**src/rtl/clean_requester.sv**
```systemverilog
// clean_requester: range-hood self-clean request controller.
// Debounced button, 1 s prescaler, fan run-time accounting, REQ/RUN FSM.
module clean_requester #(
  parameter int unsigned CLK_DIV         = 100_000_000,
  parameter int unsigned DEBOUNCE_CYC    = 1_000_000,
  parameter int unsigned REMIND_SEC      = 36000,
  parameter int unsigned ACK_CYC         = 1000,
  parameter int unsigned RUN_TIMEOUT_SEC = 60
) (
  input  logic        clk,
  input  logic        rst,
  input  logic        is_on,
  input  logic        fan_running,
  input  logic        btn_clean,
  input  logic        cleaning,
  input  logic        done,
  output logic        start_clean,
  output logic        busy,
  output logic        reminder,
  output logic        error,
  output logic [15:0] run_time
);

  localparam int unsigned PW = $clog2(CLK_DIV + 1);
  localparam int unsigned DW = $clog2(DEBOUNCE_CYC + 1);
  localparam int unsigned AW = $clog2(ACK_CYC + 1);
  localparam int unsigned TW = $clog2(RUN_TIMEOUT_SEC + 1);

  localparam logic [PW-1:0] PRE_LAST = PW'(CLK_DIV - 1);
  localparam logic [DW-1:0] DB_LAST  = DW'(DEBOUNCE_CYC - 1);
  localparam logic [AW-1:0] ACK_LAST = AW'(ACK_CYC - 1);
  localparam logic [TW-1:0] TO_LAST  = TW'(RUN_TIMEOUT_SEC - 1);

  typedef enum logic [1:0] {
    S_IDLE  = 2'd0,
    S_REQ   = 2'd1,
    S_RUN   = 2'd2,
    S_FAULT = 2'd3
  } state_t;

  state_t        r_state;
  state_t        w_nxt;

  logic          r_sync0;
  logic          r_sync1;
  logic          r_db_level;
  logic [DW-1:0] r_db_cnt;
  logic          w_db_hit;
  logic          w_press;

  logic [PW-1:0] r_pre;
  logic          w_tick;

  logic          r_done_d;
  logic          w_done_rise;

  logic [AW-1:0] r_ack_cnt;
  logic          w_ack_exp;
  logic [TW-1:0] r_to_cnt;
  logic          w_to_exp;

  logic [15:0]   r_run_time;
  logic          w_rt_clr;
  logic          w_rt_inc;

  logic          r_start;
  logic          r_busy;
  logic          r_error;
  logic          w_start_nxt;
  logic          w_busy_nxt;
  logic          w_error_nxt;

  always_ff @(posedge clk or negedge rst) begin
    if (!rst) begin
      r_sync0 <= 1'b0;
      r_sync1 <= 1'b0;
    end else begin
      r_sync0 <= btn_clean;
      r_sync1 <= r_sync0;
    end
  end

  // Level starts high so a button held across reset never yields a press.
  assign w_db_hit = (r_sync1 != r_db_level) && (r_db_cnt == DB_LAST);
  assign w_press  = w_db_hit && r_sync1;

  always_ff @(posedge clk or negedge rst) begin
    if (!rst) begin
      r_db_level <= 1'b1;
      r_db_cnt   <= '0;
    end else if (r_sync1 == r_db_level) begin
      r_db_cnt   <= '0;
    end else if (w_db_hit) begin
      r_db_level <= r_sync1;
      r_db_cnt   <= '0;
    end else begin
      r_db_cnt   <= r_db_cnt + DW'(1);
    end
  end

  assign w_tick = (r_pre == PRE_LAST);

  always_ff @(posedge clk or negedge rst) begin
    if (!rst) begin
      r_pre <= '0;
    end else if (w_tick) begin
      r_pre <= '0;
    end else begin
      r_pre <= r_pre + PW'(1);
    end
  end

  assign w_done_rise = done && !r_done_d;

  always_ff @(posedge clk or negedge rst) begin
    if (!rst) begin
      r_done_d <= 1'b0;
    end else begin
      r_done_d <= done;
    end
  end

  assign w_ack_exp = (r_ack_cnt == ACK_LAST);

  always_ff @(posedge clk or negedge rst) begin
    if (!rst) begin
      r_ack_cnt <= '0;
    end else if (r_state == S_REQ) begin
      r_ack_cnt <= r_ack_cnt + AW'(1);
    end else begin
      r_ack_cnt <= '0;
    end
  end

  assign w_to_exp = w_tick && (r_to_cnt == TO_LAST);

  always_ff @(posedge clk or negedge rst) begin
    if (!rst) begin
      r_to_cnt <= '0;
    end else if (r_state != S_RUN) begin
      r_to_cnt <= '0;
    end else if (w_tick) begin
      r_to_cnt <= r_to_cnt + TW'(1);
    end
  end

  always_ff @(posedge clk or negedge rst) begin
    if (!rst) begin
      r_state <= S_IDLE;
    end else begin
      r_state <= w_nxt;
    end
  end

  // Abort beats everything; done beats timeout; cleaning beats ack timeout.
  always_comb begin
    w_nxt = r_state;
    unique case (r_state)
      S_IDLE: begin
        if (w_press && is_on) w_nxt = S_REQ;
      end
      S_REQ: begin
        if (!is_on)         w_nxt = S_IDLE;
        else if (cleaning)  w_nxt = S_RUN;
        else if (w_ack_exp) w_nxt = S_FAULT;
      end
      S_RUN: begin
        if (!is_on)           w_nxt = S_IDLE;
        else if (w_done_rise) w_nxt = S_IDLE;
        else if (w_to_exp)    w_nxt = S_FAULT;
      end
      S_FAULT: begin
        if (w_press) w_nxt = S_IDLE;
      end
      default: w_nxt = S_IDLE;
    endcase
  end

  always_comb begin
    w_start_nxt = (w_nxt == S_REQ);
    w_busy_nxt  = (w_nxt == S_REQ) || (w_nxt == S_RUN);
    w_error_nxt = (w_nxt == S_FAULT);
    w_rt_clr    = (r_state == S_RUN) && is_on && w_done_rise;
    w_rt_inc    = (r_state == S_IDLE) && w_tick && fan_running
                  && (r_run_time != 16'hFFFF);
  end

  always_ff @(posedge clk or negedge rst) begin
    if (!rst) begin
      r_start <= 1'b0;
      r_busy  <= 1'b0;
      r_error <= 1'b0;
    end else begin
      r_start <= w_start_nxt;
      r_busy  <= w_busy_nxt;
      r_error <= w_error_nxt;
    end
  end

  always_ff @(posedge clk or negedge rst) begin
    if (!rst) begin
      r_run_time <= '0;
    end else if (w_rt_clr) begin
      r_run_time <= '0;
    end else if (w_rt_inc) begin
      r_run_time <= r_run_time + 16'd1;
    end
  end

  assign start_clean = r_start;
  assign busy        = r_busy;
  assign error       = r_error;
  assign run_time    = r_run_time;
  assign reminder    = 32'(r_run_time) >= REMIND_SEC;

endmodule

```
**config.mk**
```make
export PLATFORM = sky130hd
export DESIGN_NAME = clean_requester
export DESIGN_NICKNAME = d
export VERILOG_FILES = /design/src/rtl/clean_requester.sv
export SDC_FILE = /design/constraint.sdc
export NUM_CORES = 1
export LEC_CHECK = 0
export CAP_MARGIN = 20
export CELL_PAD_IN_SITES_DETAIL_PLACEMENT = 0
export CELL_PAD_IN_SITES_GLOBAL_PLACEMENT = 1
export CORE_UTILIZATION = 48
export CTS_BUF_LIST = sky130_fd_sc_hd__clkbuf_4
export CTS_CLUSTER_SIZE = 12
export DETAILED_ROUTE_END_ITERATION = 10
export HOLD_SLACK_MARGIN = 0.15
export PLACE_DENSITY_LB_ADDON = 0.2
export SLEW_MARGIN = 10
export SYNTH_ARGS = -nofsm -noshare
export SYNTH_HDL_FRONTEND = slang
export SYNTH_SLANG_ARGS = --single-unit
export TNS_END_PERCENT = 1
```
**constraint.sdc**
```tcl
create_clock -name clk -period 2.69 [get_ports clk]
set_input_delay 0.538 -clock clk [delete_from_list [all_inputs] [get_ports clk]]
set_output_delay 0.538 -clock clk [all_outputs]
set_load 0.02 [all_outputs]
```
==> impl_metrics.env <==
export IMPL_drtIter0Drc=136
export IMPL_fill_cells=789
export IMPL_p_per_area_nw_per_um2=452
export IMPL_antenna_found_initial=0
export IMPL_fin_area_um2=4930
export IMPL_worstSetupEndpointType="flip-flop"
export IMPL_ant_nets=0
export IMPL_fmax_mhz=428
export IMPL_clockBufferDepth=2
export IMPL_regArea_um2=2200
export IMPL_drive_above_1_share_pct=7.08
export IMPL_ys_flop_type="dfrtp_1"
export IMPL_worstSkewPairLatency_ps=440
export IMPL_via_per_inst=5.76
export IMPL_syn_nets=461
export IMPL_start_util_pct=49.8
export IMPL_wl_per_cell_um=14.9
export IMPL_cts_root_buf="clkbuf_4"
export IMPL_setup_tns_ps=0
export IMPL_status="finished with violations"
export IMPL_vdd_drop_max_v=0.000253
export IMPL_whs_ps=373
export IMPL_io_pins=27
export IMPL_criticalPathCategory="flip-flop to flip-flop"
export IMPL_cts_tree="done"
export IMPL_yosys_register_bits=88
export IMPL_syn_inst=446
export IMPL_routed_wl_um=8760
export IMPL_grt_pass1_wl_um=15600
export IMPL_yosysTopAreaCell="dfrtp_1"
export IMPL_multi_input_area_um2=2040
export IMPL_power_leakage_nw=2.07
export IMPL_clkSlewWorstSetupHoldPaths_ps=140
export IMPL_dp_hpwl_um=5970
export IMPL_rsz0062_at_grt="no"
export IMPL_diodes=0
export IMPL_numPortBuffers=26
export IMPL_cts_buffers=9
export IMPL_worst_pin_slew_ps=828
export IMPL_violations="DRC"
export IMPL_cp_required_ps=3020
export IMPL_grt_max_degree=55
export IMPL_grt_pass1_vias=3259
export IMPL_cp_common_cell="and4_4"
export IMPL_final_hold_viol_count=0
export IMPL_crit_path_cell_trace="and4_4 -> and4_4 -> a41o_1 -> nor4_1 -> mux2_1"
export IMPL_synth_top_cell_area_share_pct=49.6
export IMPL_seq_area_frac_synth_pct=50.2
export IMPL_cp_slowest_cell="a41o_1"
export IMPL_core_area_um2=8810
export IMPL_grt_overflow_total=0
export IMPL_layout_commonest_cell="dfrtp_1"
export IMPL_synth_edf_count=0
export IMPL_gp_congestion=0.813
export IMPL_placement_rows=34
export IMPL_start_kind="flip-flop"
export IMPL_drtPass1Iterations=8
export IMPL_r2r_slack_ps=350
export IMPL_ys_warn_count=0
export IMPL_async_flop_share_pct=100
export IMPL_cp_max_fo=29
export IMPL_post_place_ws_ps=235
export IMPL_hold_path_class="flip-flop to flip-flop"
export IMPL_dieArea_um2=9530
export IMPL_cpPeakStageDelay_ps=740
export IMPL_syn_area_um2=4390
export IMPL_drv_cap=0
export IMPL_fin_crit_ps=2340
export IMPL_htreeDepth=3
export IMPL_setup_violations=0
export IMPL_cp_arrival_ps=2670
export IMPL_final_cells=588
export IMPL_die_x_um=97.6
export IMPL_vias=3385
export IMPL_slew_headroom_pct=44.8
export IMPL_synth_cell_types=50
export IMPL_cts_sinks=88
export IMPL_skew_ps=15.6
export IMPL_track_usage_pct=20.3
export IMPL_drv_slew=0
export IMPL_synth_area_leaders="dfrtp_1 50%, xor2_1 5.8%, nor2_1 5.0%"
export IMPL_dp_cells=571
export IMPL_synth_avg_cell_area_um2=9.84
export IMPL_final_net_count=490
export IMPL_drc=2
export IMPL_worst_slack_ps=355
export IMPL_post_dp_cell_area_um2=4760
export IMPL_final_cell_mix="86 x dfrtp_1, 59 x nor2_1, 35 x nand2_1"
export IMPL_syn2layout_area_growth_pct=12.5
export IMPL_fin_crit_sh_pct=86.8
export IMPL_die_h_um=97.6
-- routing by layer --
| metal | vias to the layer above | track usage, % | wire length (µm) |
|---|---|---|---|
| met5 | - | 0 | 0 |
| met4 | 0 | 8.16 | 116 |
| met3 | 11 | 3.24 | 224 |
| met2 | 47 | 32.1 | 4050 |
| met1 | 1680 | 27.9 | 4360 |
| li1 | 1647 | - | - |
-- cells in the mapped netlist, types with 3 or more instances --
cell type and n:
dfrtp_1 87, nand2_1 35, nor4b_1 3, clkbuf_1 7, o21ai_0 5, nor2b_1 3, o21ai_1 4, xor2_1 29
nand2b_1 3, o31ai_1 15, nand4_1 20, ha_1 8, nand3_1 33, a21oi_1 22, or4_1 14, inv_1 9
xnor2_1 20, and3_1 9, nor3_1 6, nor4_1 3, and2_1 5, and4_1 7, buf_6 3, nor2_1 59
buf_2 7
-- cell families after synthesis --
logic type,after synthesis,synth area share [%]
compound gates,56,8.07
xor+xnor,49,9.78
fa+ha+maj,8,2.28
mux,2,0.513
buf+inv,28,3.19
simple gates,215,25.9
flops,88,50.2
-- state kept, by name, summed over array words and instances (netlist names) --
register and cells:
r_db_level 1, error 1, r_sync0 1, r_ack_cnt 10, r_db_cnt 20, r_state 2, run_time 16, r_to_cnt 6
start_clean 1, busy 1, r_done_d 1, r_sync1 1, r_pre 27
-- power breakdown --
group          internal [mW]  switching (mW)
Combinational         0.0194          0.0442
Sequential              1.33         0.00471
Clock                  0.383           0.450
-- layout make-up --
cell class,count,share of cell area [%]
clock buffers,10,1.52
inverters,9,0.685
clock inverters,6,1.70
repair buffers,37,7.25
flip-flops and latches,88,44.7
multi-input cells,330,41.4
well taps,108,2.74
-- per-stage QoR --
step	utilization, %	total power [mW]
finish	56.0	2.23
global route	56.0	2.33
CTS	56.0	2.27
detailed placement	54.1	1.42
global placement	54.1	1.42
floorplan	-	1.38
-- worst max-delay path, delay by kind of cell, from the launching register on --
kind,cells,cell delay (ps)
flip-flops,1,470
multiplexers,1,340
AO/OA/AOI/OAI,1,740
AND/OR/NAND/NOR,3,680
-- path summary, 6_finish.rpt --
path                        startpoint      endpoint  depth (start not counted)
setup reg to reg           run_time[2]  run_time[12]                          5
min in group asynchronous          rst  r_db_cnt[11]                          2
hold / removal                 r_sync0       r_sync1                          0
max in group asynchronous          rst     r_pre[12]                          3
hold reg to reg                r_sync0       r_sync1                          0
setup / recovery           run_time[2]  run_time[12]                          5
-- timing repair --
| action | CTS | global route |
|---|---|---|
| buffers inserted | 0 | 0 |
| hold buffers | 1 | 0 |
| hold endpoints to repair | 33 | 0 |
| resized for setup | 0 | 2 |
| setup endpoints to repair | 0 | 1 |
Power figures use the tool's default switching activity.
